`src/rtl/fc_act_loader_if.sv`:
```
`default_nettype none
// ============================================================================
// Module   : fc_act_loader_if
// Brief    : Activation stream in, parallel FC activation bus out.
// Revision : 1.0 - initial release
// ============================================================================
interface fc_act_loader_if #(
  parameter int WIDTH = 8,
  parameter int IN    = 128
);
  logic [WIDTH-1:0]          s_data;
  logic                      s_valid;
  logic                      s_last;
  logic                      s_ready;
  logic [0:IN-1][WIDTH-1:0]  x;
  logic                      x_valid;
  logic                      x_ack;
  logic                      err_len;
  logic [15:0]               frames;

  modport master (
    output s_data, s_valid, s_last, x_ack,
    input  s_ready, x, x_valid, err_len, frames
  );

  modport slave (
    input  s_data, s_valid, s_last, x_ack,
    output s_ready, x, x_valid, err_len, frames
  );
endinterface
`default_nettype wire

```
`src/rtl/fc_act_loader.sv`:
```
`default_nettype none
// ============================================================================
// Module   : fc_act_loader
// Brief    : Gathers one frame of IN activations and holds it for the FC layer.
//            Optional macro ACT_LOADER_PINGPONG_EN adds a second bank.
// Revision : 1.0 - initial release
// ============================================================================
module fc_act_loader #(
  parameter int WIDTH = 8,
  parameter int IN    = 128
) (
  input  wire logic             clk,
  input  wire logic             rst_n,
  fc_act_loader_if.slave        bus
);

  localparam int              c_IW   = $clog2(IN);
  localparam logic [c_IW-1:0] c_LAST = c_IW'(IN - 1);

  typedef logic [0:IN-1][WIDTH-1:0] frame_t;

  logic [c_IW-1:0] r_idx;
  logic [15:0]     r_frames;
  logic            r_err;
  logic            w_acc;
  logic            w_end;
  logic            w_bad;

  assign w_acc = bus.s_valid & bus.s_ready;
  assign w_end = w_acc & ((r_idx == c_LAST) | bus.s_last);
  // A frame is well-formed only when s_last lands exactly on the final slot.
  assign w_bad = ~((r_idx == c_LAST) & bus.s_last);

  assign bus.err_len = r_err;
  assign bus.frames  = r_frames;

`ifdef ACT_LOADER_PINGPONG_EN
  frame_t     r_bank [2];
  logic [1:0] r_full;
  logic [1:0] r_berr;
  logic       r_wsel;
  logic       r_psel;
  logic       w_ack;

  assign w_ack       = bus.x_ack & r_full[r_psel];
  assign bus.s_ready = ~r_full[r_wsel];
  assign bus.x_valid = r_full[r_psel];
  assign bus.x       = r_bank[r_psel];

  always_ff @(posedge clk or negedge rst_n) begin
    if (!rst_n) begin
      r_bank[0] <= '0;
      r_bank[1] <= '0;
      r_full    <= 2'b00;
      r_berr    <= 2'b00;
      r_wsel    <= 1'b0;
      r_psel    <= 1'b0;
      r_idx     <= '0;
      r_frames  <= 16'd0;
      r_err     <= 1'b0;
    end else begin
      r_err <= 1'b0;
      if (w_acc) begin
        r_bank[r_wsel][r_idx] <= bus.s_data;
        if (w_end) begin
          r_full[r_wsel] <= 1'b1;
          r_berr[r_wsel] <= w_bad;
          r_wsel         <= ~r_wsel;
          r_idx          <= '0;
        end else begin
          r_idx <= r_idx + c_IW'(1);
        end
      end
      // Fill and release always touch different banks, so both may happen at once.
      if (w_ack) begin
        r_bank[r_psel] <= '0;
        r_full[r_psel] <= 1'b0;
        r_psel         <= ~r_psel;
        if (r_full[~r_psel]) begin
          r_frames <= r_frames + 16'd1;
          r_err    <= r_berr[~r_psel];
        end else if (w_end) begin
          r_frames <= r_frames + 16'd1;
          r_err    <= w_bad;
        end
      end else if (w_end && (r_wsel == r_psel)) begin
        r_frames <= r_frames + 16'd1;
        r_err    <= w_bad;
      end
    end
  end
`else
  typedef enum logic [0:0] {FILL = 1'b0, HOLD = 1'b1} state_t;

  state_t r_state;
  frame_t r_buf;
  logic   r_ready;
  logic   r_xvalid;

  assign bus.s_ready = r_ready;
  assign bus.x_valid = r_xvalid;
  assign bus.x       = r_buf;

  always_ff @(posedge clk or negedge rst_n) begin
    if (!rst_n) begin
      r_state  <= FILL;
      r_buf    <= '0;
      r_ready  <= 1'b1;
      r_xvalid <= 1'b0;
      r_idx    <= '0;
      r_frames <= 16'd0;
      r_err    <= 1'b0;
    end else begin
      r_err <= 1'b0;
      case (r_state)
        FILL: begin
          if (w_acc) begin
            r_buf[r_idx] <= bus.s_data;
            if (w_end) begin
              r_state  <= HOLD;
              r_ready  <= 1'b0;
              r_xvalid <= 1'b1;
              r_err    <= w_bad;
              r_frames <= r_frames + 16'd1;
            end else begin
              r_idx <= r_idx + c_IW'(1);
            end
          end
        end
        HOLD: begin
          if (bus.x_ack) begin
            r_state  <= FILL;
            r_buf    <= '0;
            r_ready  <= 1'b1;
            r_xvalid <= 1'b0;
            r_idx    <= '0;
          end
        end
        default: r_state <= FILL;
      endcase
    end
  end
`endif

endmodule
`default_nettype wire
```
`src/flat_wrapper.sv`:
```
// flat-port wrapper written by rule: the top's interface ports become plain ports
module fc_act_loader_flat 
#(
  parameter int WIDTH = 8,
  parameter int IN    = 128
)
  (clk, rst_n, bus_s_data, bus_s_valid, bus_s_last, bus_x_ack, bus_s_ready, bus_x, bus_x_valid, bus_err_len, bus_frames);
  fc_act_loader_if #(.WIDTH(WIDTH), .IN(IN)) bus_i ();
  input  wire logic clk;
  input  wire logic rst_n;
  input wire logic [$bits(bus_i.s_data)-1:0] bus_s_data;
  input wire logic [$bits(bus_i.s_valid)-1:0] bus_s_valid;
  input wire logic [$bits(bus_i.s_last)-1:0] bus_s_last;
  input wire logic [$bits(bus_i.x_ack)-1:0] bus_x_ack;
  output wire logic [$bits(bus_i.s_ready)-1:0] bus_s_ready;
  output wire logic [$bits(bus_i.x)-1:0] bus_x;
  output wire logic [$bits(bus_i.x_valid)-1:0] bus_x_valid;
  output wire logic [$bits(bus_i.err_len)-1:0] bus_err_len;
  output wire logic [$bits(bus_i.frames)-1:0] bus_frames;
  assign bus_i.s_data = bus_s_data;
  assign bus_i.s_valid = bus_s_valid;
  assign bus_i.s_last = bus_s_last;
  assign bus_i.x_ack = bus_x_ack;
  assign bus_s_ready = bus_i.s_ready;
  assign bus_x = bus_i.x;
  assign bus_x_valid = bus_i.x_valid;
  assign bus_err_len = bus_i.err_len;
  assign bus_frames = bus_i.frames;
  fc_act_loader #(.WIDTH(WIDTH), .IN(IN)) u_core (.clk(clk), .rst_n(rst_n), .bus(bus_i));
endmodule
```
`config.mk`:
```
export PLATFORM = sky130hd
export DESIGN_NAME = fc_act_loader_flat
export DESIGN_NICKNAME = d
export VERILOG_FILES = /design/src/rtl/fc_act_loader_if.sv /design/src/rtl/fc_act_loader.sv /design/src/flat_wrapper.sv
export SDC_FILE = /design/constraint.sdc
export NUM_CORES = 2
export LEC_CHECK = 0
export ABC_CLOCK_PERIOD_IN_PS = 2000
export CAP_MARGIN = 5
export CORE_AREA = 2 2 412 414
export CTS_CLUSTER_DIAMETER = 150
export CTS_CLUSTER_SIZE = 28
export DETAILED_ROUTE_END_ITERATION = 16
export DIE_AREA = 0 0 414 416
export DONT_BUFFER_PORTS = 1
export GPL_ROUTABILITY_DRIVEN = 1
export PLACE_DENSITY_LB_ADDON = 0.12
export SYNTH_ARGS = -nofsm -noshare
export SYNTH_HDL_FRONTEND = slang
export SYNTH_SLANG_ARGS = --single-unit
```
`constraint.sdc`:
```
create_clock -name clk -period 2 [get_ports clk]
set_input_delay 0.5 -clock clk [delete_from_list [all_inputs] [get_ports clk]]
set_output_delay 0.5 -clock clk [all_outputs]
set_load 0.01 [all_outputs]
```
After elaboration in Yosys (flattened, before gate mapping)

Cells that the tools add are included.

Flip-flop bits (word level): 1051
Logic and storage cells: 180

Magnitude comparators: 2
Multiplexer cells: 25
Eq/ne operators: 5
Reduce and logical (&&, ||, !) cells: 5
$add $sub $neg: 2
Bitwise gates (word level): 7

Operator list:

| operator                                                                      | count |
|---|---|
| 1024-bit two-way mux                                                          | 2 |
| 1024-bit case mux with 2 select lines                                         | 1 |
| 1024-bit bitwise mux                                                          | 1 |
| 8-bit demux with 7-bit select                                                 | 1 |
| 7-bit two-way mux                                                             | 3 |
| 16-bit by 1-bit adder with 16-bit output (second input constant)              | 1 |
| 7-bit case mux with 2 select lines                                            | 1 |
| 1-bit two-way mux                                                             | 12 |
| 3-bit AND reduction                                                           | 3 |
| 8-bit greater-or-equal comparator (second input constant)                     | 1 |
| 8-bit by 1-bit less-than comparator with 1-bit output (second input constant) | 1 |
| 8-bit two-way mux                                                             | 1 |
| 7-bit NOT with 8-bit output                                                   | 1 |
| 7-bit by 1-bit adder with 7-bit output (second input constant)                | 1 |
| 7-bit equality test (second input constant)                                   | 1 |
| 1-bit case mux with 2 select lines                                            | 3 |
| 2-bit by 1-bit != test with 1-bit output (second input constant)              | 2 |
| 2-bit != test (second input constant)                                         | 2 |
| 1-bit AND                                                                     | 3 |
| 1-bit NOT                                                                     | 2 |
| 2-bit AND reduction                                                           | 1 |
| 1-bit logical AND                                                             | 1 |
| 1-bit bitwise OR                                                              | 1 |

Logic depth before layout (Yosys ltp)

Depth in word-level cells: 8
Mapped depth: 7
Depth with buffers taken out: 5

Worst setup path before layout

No wires, ideal clock.

Kind: register -> register
Start: register u_core.r_idx[1]
End: register u_core.r_buf, in the netlist u_core.bus.x[952]
Path slack: 76 ps
Period minus slack after synthesis: 1924 ps
Buffers on the path: 3
Stages on the path, launching flop included: 7
Data arrival time: 1802 ps
Required time: 1878 ps
Cell sequence: dfrtp_1 buf_6 or3_1 buf_6 buf_12 o31a_1 a32o_1

Longest elaborated chain between the ends: 8
Elaborated cells on any way between the ends: 9
Those cells by class: 2 x order compare; 5 x mux; 1 x bitwise; 1 x reduce/logical

RTL lines:

| element                                                                                                                                 | line                 | source |
|---|---|---|
| start, declared                                                                                                                         | fc_act_loader.sv:22  | `logic [c_IW-1:0] r_idx;` |
| start signal, assigned                                                                                                                  | fc_act_loader.sv:126 | `r_idx <= r_idx + c_IW'(1);` |
| 7-bit NOT with 8-bit output (implied by the code) (*)                                                                                   | fc_act_loader.sv:118 | `r_buf[r_idx] <= bus.s_data;` |
| 8-bit greater-or-equal comparator (implied by the code) / 8-bit by 1-bit less-than comparator with 1-bit output (equally long branches) | fc_act_loader.sv:118 |  |
| 1-bit logical AND (implied by the code)                                                                                                 | fc_act_loader.sv:118 |  |
| 8-bit two-way mux (implied by the code)                                                                                                 | fc_act_loader.sv:118 |  |
| 8-bit demux with 7-bit select (*)                                                                                                       | fc_act_loader.sv:118 |  |
| 1024-bit bitwise mux (*)                                                                                                                | fc_act_loader.sv:118 |  |
| 1024-bit two-way mux (*)                                                                                                                | fc_act_loader.sv:117 | `if (w_acc) begin` |
| 1024-bit case mux with 2 select lines (*)                                                                                               | fc_act_loader.sv:115 | `case (r_state)` |
| end signal, assigned by index                                                                                                           | fc_act_loader.sv:118 |  |
| end, declared                                                                                                                           | fc_act_loader.sv:96  | `frame_t r_buf;` |

Mark *: on every way between the ends. The rest lies on a longest branch, timed or not. The select of a mux whose other input is x is not followed.
A chain may end at the register's enable or synchronous reset.

Worst setup path in the final report

Start: register u_core.r_idx[3]
End: register u_core.r_buf, in the netlist u_core.bus.x[463]

The elaborated chain is that of the path after synthesis.

==> impl_summary.log <==
INFO  metric filler_cell_count = 16,668
INFO  metric static_leakage = about 0.024 uW
INFO  metric detail_route.first_pass.iterations = 5
INFO  metric register_area = 26,300 um^2
INFO  metric timing.max_cap.violations = 0
INFO  metric floorplan.die.height = 416 um
INFO  metric power_per_cell_area = roughly 940 nW/um^2
INFO  metric crit_path_max_incr_delay = 0.55 ns
INFO  metric worst-endpoint-arrival = 2.61 ns
INFO  metric setup_viol_count_final = 25
INFO  metric path_buf_inv = 2
INFO  metric postSynthRegisterBits = 1,051
INFO  metric clock_latency = 0.68 ns
INFO  metric clock_pin_slew_reported_for_the_worst_setup_and_hold_paths_after_clock_tree_synthesis = 0.12 ns
INFO  metric synth_area_per_cell = about 15 um^2
INFO  metric htree_levels = 2
INFO  metric final_report_hold_violation_count = 303
INFO  metric finalClockSkew = 0.0392 ns
INFO  metric cts_inserted_buffers = 44
INFO  metric utilization = 0.293
INFO  metric antenna_found_initial = 3
INFO  metric tritoncts_num_sinks = 1,051
INFO  metric min_period_over_period = 1.03
INFO  metric synth_compound_gate_area_share = 0.254
INFO  metric final.hold.worst_slack = -0.495 ns
INFO  metric fmax = 0.488 GHz
INFO  metric detailroute.via_count = 26,794
INFO  metric routedWlPerCell = around 35 um
INFO  metric drive_above_1_share = 0.274
INFO  metric status = finished, violations left
INFO  metric end_kind = register
INFO  metric startpoint_type = register
INFO  metric cts-root-buf = sky130_fd_sc_hd__clkbuf_16
INFO  metric grt_start_max_net_pins = 1,052
INFO  metric cp_max_fo = 8
INFO  metric setup_tns = -0.267 ns
INFO  metric syn_to_final_growth = 22.9%
INFO  metric groute.usage.overall = 0.199
INFO  metric globalplace.congestion = 0.858
INFO  metric power = 46,400 uW
INFO  metric switching_power = 15,900 uW
INFO  metric route.final.wire_length = 180 mm
INFO  metric clock_tree.buffer_depth = 3
INFO  metric rows = 151
INFO  metric io_buffers = 0
INFO  metric syn-instance-count = about 2,600
INFO  metric fin_ws = -0.0504 ns
INFO  metric die_width = 414 um
INFO  metric synth_adder_area_share = 0.000624
INFO  metric post-route-min-period = approximately 2.1 ns
INFO  metric synthArstFlopShare = 1.00
INFO  metric post-dp-hpwl = 127 mm
INFO  metric grt_overflow = 0
INFO  metric pwr-share-comb = 0.256
INFO  metric dominant_combinational_cell_family_by_area_after_synthesis = compound AO/OA/AOI/OAI gates
INFO  metric floorplan.die_area = 172,000 um^2
INFO  metric worstMarginPinSlew = 1.07 ns
INFO  metric timing.critical_path.slowest_stage_cell = sky130_fd_sc_hd__or4b_4
INFO  metric synth_simple_gate_area_share = 0.0606
INFO  metric violations = hold timing, setup timing
INFO  metric holdCritPathClass = input pin to asynchronous set/reset pin
INFO  metric synthXorXnorAreaFrac = 0.00349
INFO  metric dominantRegCellSynth = sky130_fd_sc_hd__dfrtp_1
INFO  metric syn_nets = 2,655
INFO  metric slew_violations = 0
INFO  metric top_level_ports = between 1,000 and 1,500
INFO  metric crit_path_cell_trace = buf_6, or4b_4, buf_16, nor2_8, o21ai_2, a22o_1
INFO  metric cts.hold.buffers_added = 2
INFO  metric relSlewSlack = 0.286
INFO  metric grt_first_pass_wirelength = 246 mm
INFO  metric remaining_routing_drc_violations = 0
INFO  metric synth.area.mux_share = 0.000561
INFO  metric yosysWarnings = 0
INFO  metric synth-edff-count = 0
INFO  metric critical_path.top_delay_family = simple AND/OR/NAND/NOR gates
INFO  metric power_frac_seq = 0.498
INFO  metric final_antenna_net_count = 0
INFO  metric nNetsFinal = 3,001
INFO  metric rsz0062_at_grt = yes
INFO  metric seq_area_frac_synth = 0.656
INFO  metric power.internal = 30,400 uW
INFO  metric combined_area_of_the_multi_input_logic_cells = approximately 13,000 um^2
INFO  metric tritoncts = built
INFO  metric post_synth_instance_area = 40,100 um^2
INFO  metric first_global_vias = 27,167
INFO  metric area_of_the_core_region = 168,000 um^2
INFO  metric worstSetupPathType = register to register
INFO  metric pwr-share-clk = 0.246
INFO  metric drt-vias-per-instance = ~5.1
INFO  metric required_time_of_the_critical_path = 2.56 ns
INFO  metric initial_core_util = 0.239
INFO  metric worst_ir_drop_vdd = roughly 630 uV
INFO  metric drtIter0Drc = 2,233
INFO  metric yosysUniqueCellTypes = 55
INFO  metric swShare = 0.344
registers in the layout, summed over array words and instances, names as in the netlist:
name / flops
u_core.bus.x: 1024
u_core.bus.frames: 16
u_core.r_idx: 7
u_core.bus.err_len: 1
u_core.bus.s_ready: 1
u_core.bus.x_valid: 1
u_core.r_state: 1
synth_stat cells, types with 4 or more instances:
master	count	area [um^2]
sky130_fd_sc_hd__xor2_1	16	140
sky130_fd_sc_hd__buf_4	17	128
sky130_fd_sc_hd__o21ai_2	98	858
sky130_fd_sc_hd__clkbuf_1	69	259
sky130_fd_sc_hd__a32o_1	8	80.1
sky130_fd_sc_hd__nor2_1	5	18.8
sky130_fd_sc_hd__buf_1	36	135
sky130_fd_sc_hd__nor2_4	19	214
sky130_fd_sc_hd__o21ai_0	6	30.0
sky130_fd_sc_hd__o21ai_4	7	114
sky130_fd_sc_hd__nand2_1	11	41.3
sky130_fd_sc_hd__dfrtp_1	1050	26300
sky130_fd_sc_hd__a22o_1	1017	8910
sky130_fd_sc_hd__nand4bb_1	7	78.8
sky130_fd_sc_hd__buf_2	40	200
sky130_fd_sc_hd__nor2_2	41	257
sky130_fd_sc_hd__and2_1	10	62.6
sky130_fd_sc_hd__a21oi_1	4	20.0
sky130_fd_sc_hd__o21ai_1	22	110
sky130_fd_sc_hd__nand3_1	6	30.0
sky130_fd_sc_hd__nor2_8	63	1260
sky130_fd_sc_hd__inv_1	4	15.0
sky130_fd_sc_hd__or4b_1	4	40.0
sky130_fd_sc_hd__buf_6	18	203
sky130_fd_sc_hd__nor3_1	8	40.0
sky130_fd_sc_hd__nand3b_1	5	37.5
final cells by class:
class / count / area share
diodes: 3 / 0.000152
clock buffers: 53 / 0.0234
clock inverters: 3 / 0.00104
inverters: 4 / 0.000305
multi-input cells: 1401 / 0.270
flip-flops and latches: 1051 / 0.534
well taps: 2218 / 0.0563
repair buffers: 484 / 0.115
timing repair:
action / in CTS / in global routing
resized for setup: 69 / 67
pin swaps: 18 / 34
endpoints found under the hold margin: 1052 / 206
endpoints found under the setup margin: 694 / 827
setup buffers: 21 / 33
gates cloned: 3 / 8
through the flow:
step	worst slack [ns]	std cells	instance area, um^2
6_report	-0.0504	5217	49300
5_1_grt	-0.0848	5216	49300
4_1_cts	-0.0659	5167	48300
3_5_place_dp	-0.396	5087	46400
3_3_place_gp	-0.267	5087	46400
2_1_floorplan	0.0764	2640	40100
power by group through the flow:
| stage | Clock, uW | Combinational (uW) | Sequential, uW |
|---|---|---|---|
| floorplan | 0 | 4680 | 23000 |
| global placement | 0 | 9980 | 23500 |
| detailed placement | 0 | 10100 | 23500 |
| CTS | 11800 | 10900 | 23100 |
| global route | 12500 | 12500 | 23200 |
| finish | 11400 | 11900 | 23100 |
cell families (layout without fill, tap and decap cells):
kind of cell | Yosys count | in the layout
buffers and inverters | 188 | 544
xor gates and xnor gates | 16 | 16
AOI/OAI and AO/OA | 1171 | 1171
adders and majority gates | 2 | 2
DFF | 1051 | 1051
and+or+nand+nor | 210 | 210
muxes | 2 | 2
other | 0 | 3
layer usage:
metal	part of all wire	up-vias	GRT usage
li1	-	10971	-
met1	0.38	14518	0.236
met2	0.50	1121	0.339
met3	0.084	184	0.0645
met4	0.036	0	0.0658
met5	0	-	0
layout by cell type (no fill, tap or decap), types with 10 or more instances in the layout:
| cell type | count |
|---|---|
| sky130_fd_sc_hd__nor2_2 | 29 |
| sky130_fd_sc_hd__buf_6 | 30 |
| sky130_fd_sc_hd__o21ai_2 | 82 |
| sky130_fd_sc_hd__buf_4 | 312 |
| sky130_fd_sc_hd__nor2_8 | 63 |
| sky130_fd_sc_hd__buf_16 | 15 |
| sky130_fd_sc_hd__clkbuf_16 | 53 |
| sky130_fd_sc_hd__nor2_4 | 31 |
| sky130_fd_sc_hd__nand2_1 | 10 |
| sky130_fd_sc_hd__dfrtp_1 | 1042 |
| sky130_fd_sc_hd__a22o_1 | 1017 |
| sky130_fd_sc_hd__xor2_1 | 16 |
| sky130_fd_sc_hd__buf_12 | 114 |
| sky130_fd_sc_hd__o21ai_4 | 41 |
final timing paths:
| check | start | end | slack (ns) | cells after the start |
|---|---|---|---|---|
| max | u_core.r_idx[3]$_DFFE_PN0P_ | u_core.bus.x[463]$_DFFE_PN0P_ | -0.05 | 6 |
| min | rst_n | u_core.bus.x[739]$_DFFE_PN0P_ | -0.49 | 0 |
| max reg2reg | u_core.r_idx[3]$_DFFE_PN0P_ | u_core.bus.x[463]$_DFFE_PN0P_ | -0.05 | 6 |
| min reg2reg | u_core.bus.frames[0]$_DFFE_PN0P_ | u_core.bus.frames[0]$_DFFE_PN0P_ | 0.53 | 1 |
| max in group asynchronous | rst_n | u_core.bus.x[361]$_DFFE_PN0P_ | 0.44 | 3 |
| min in group clk | bus_x_ack | u_core.bus.s_ready$_DFFE_PN1P_ | 0.11 | 3 |
(Power assumes the default switching activity.)
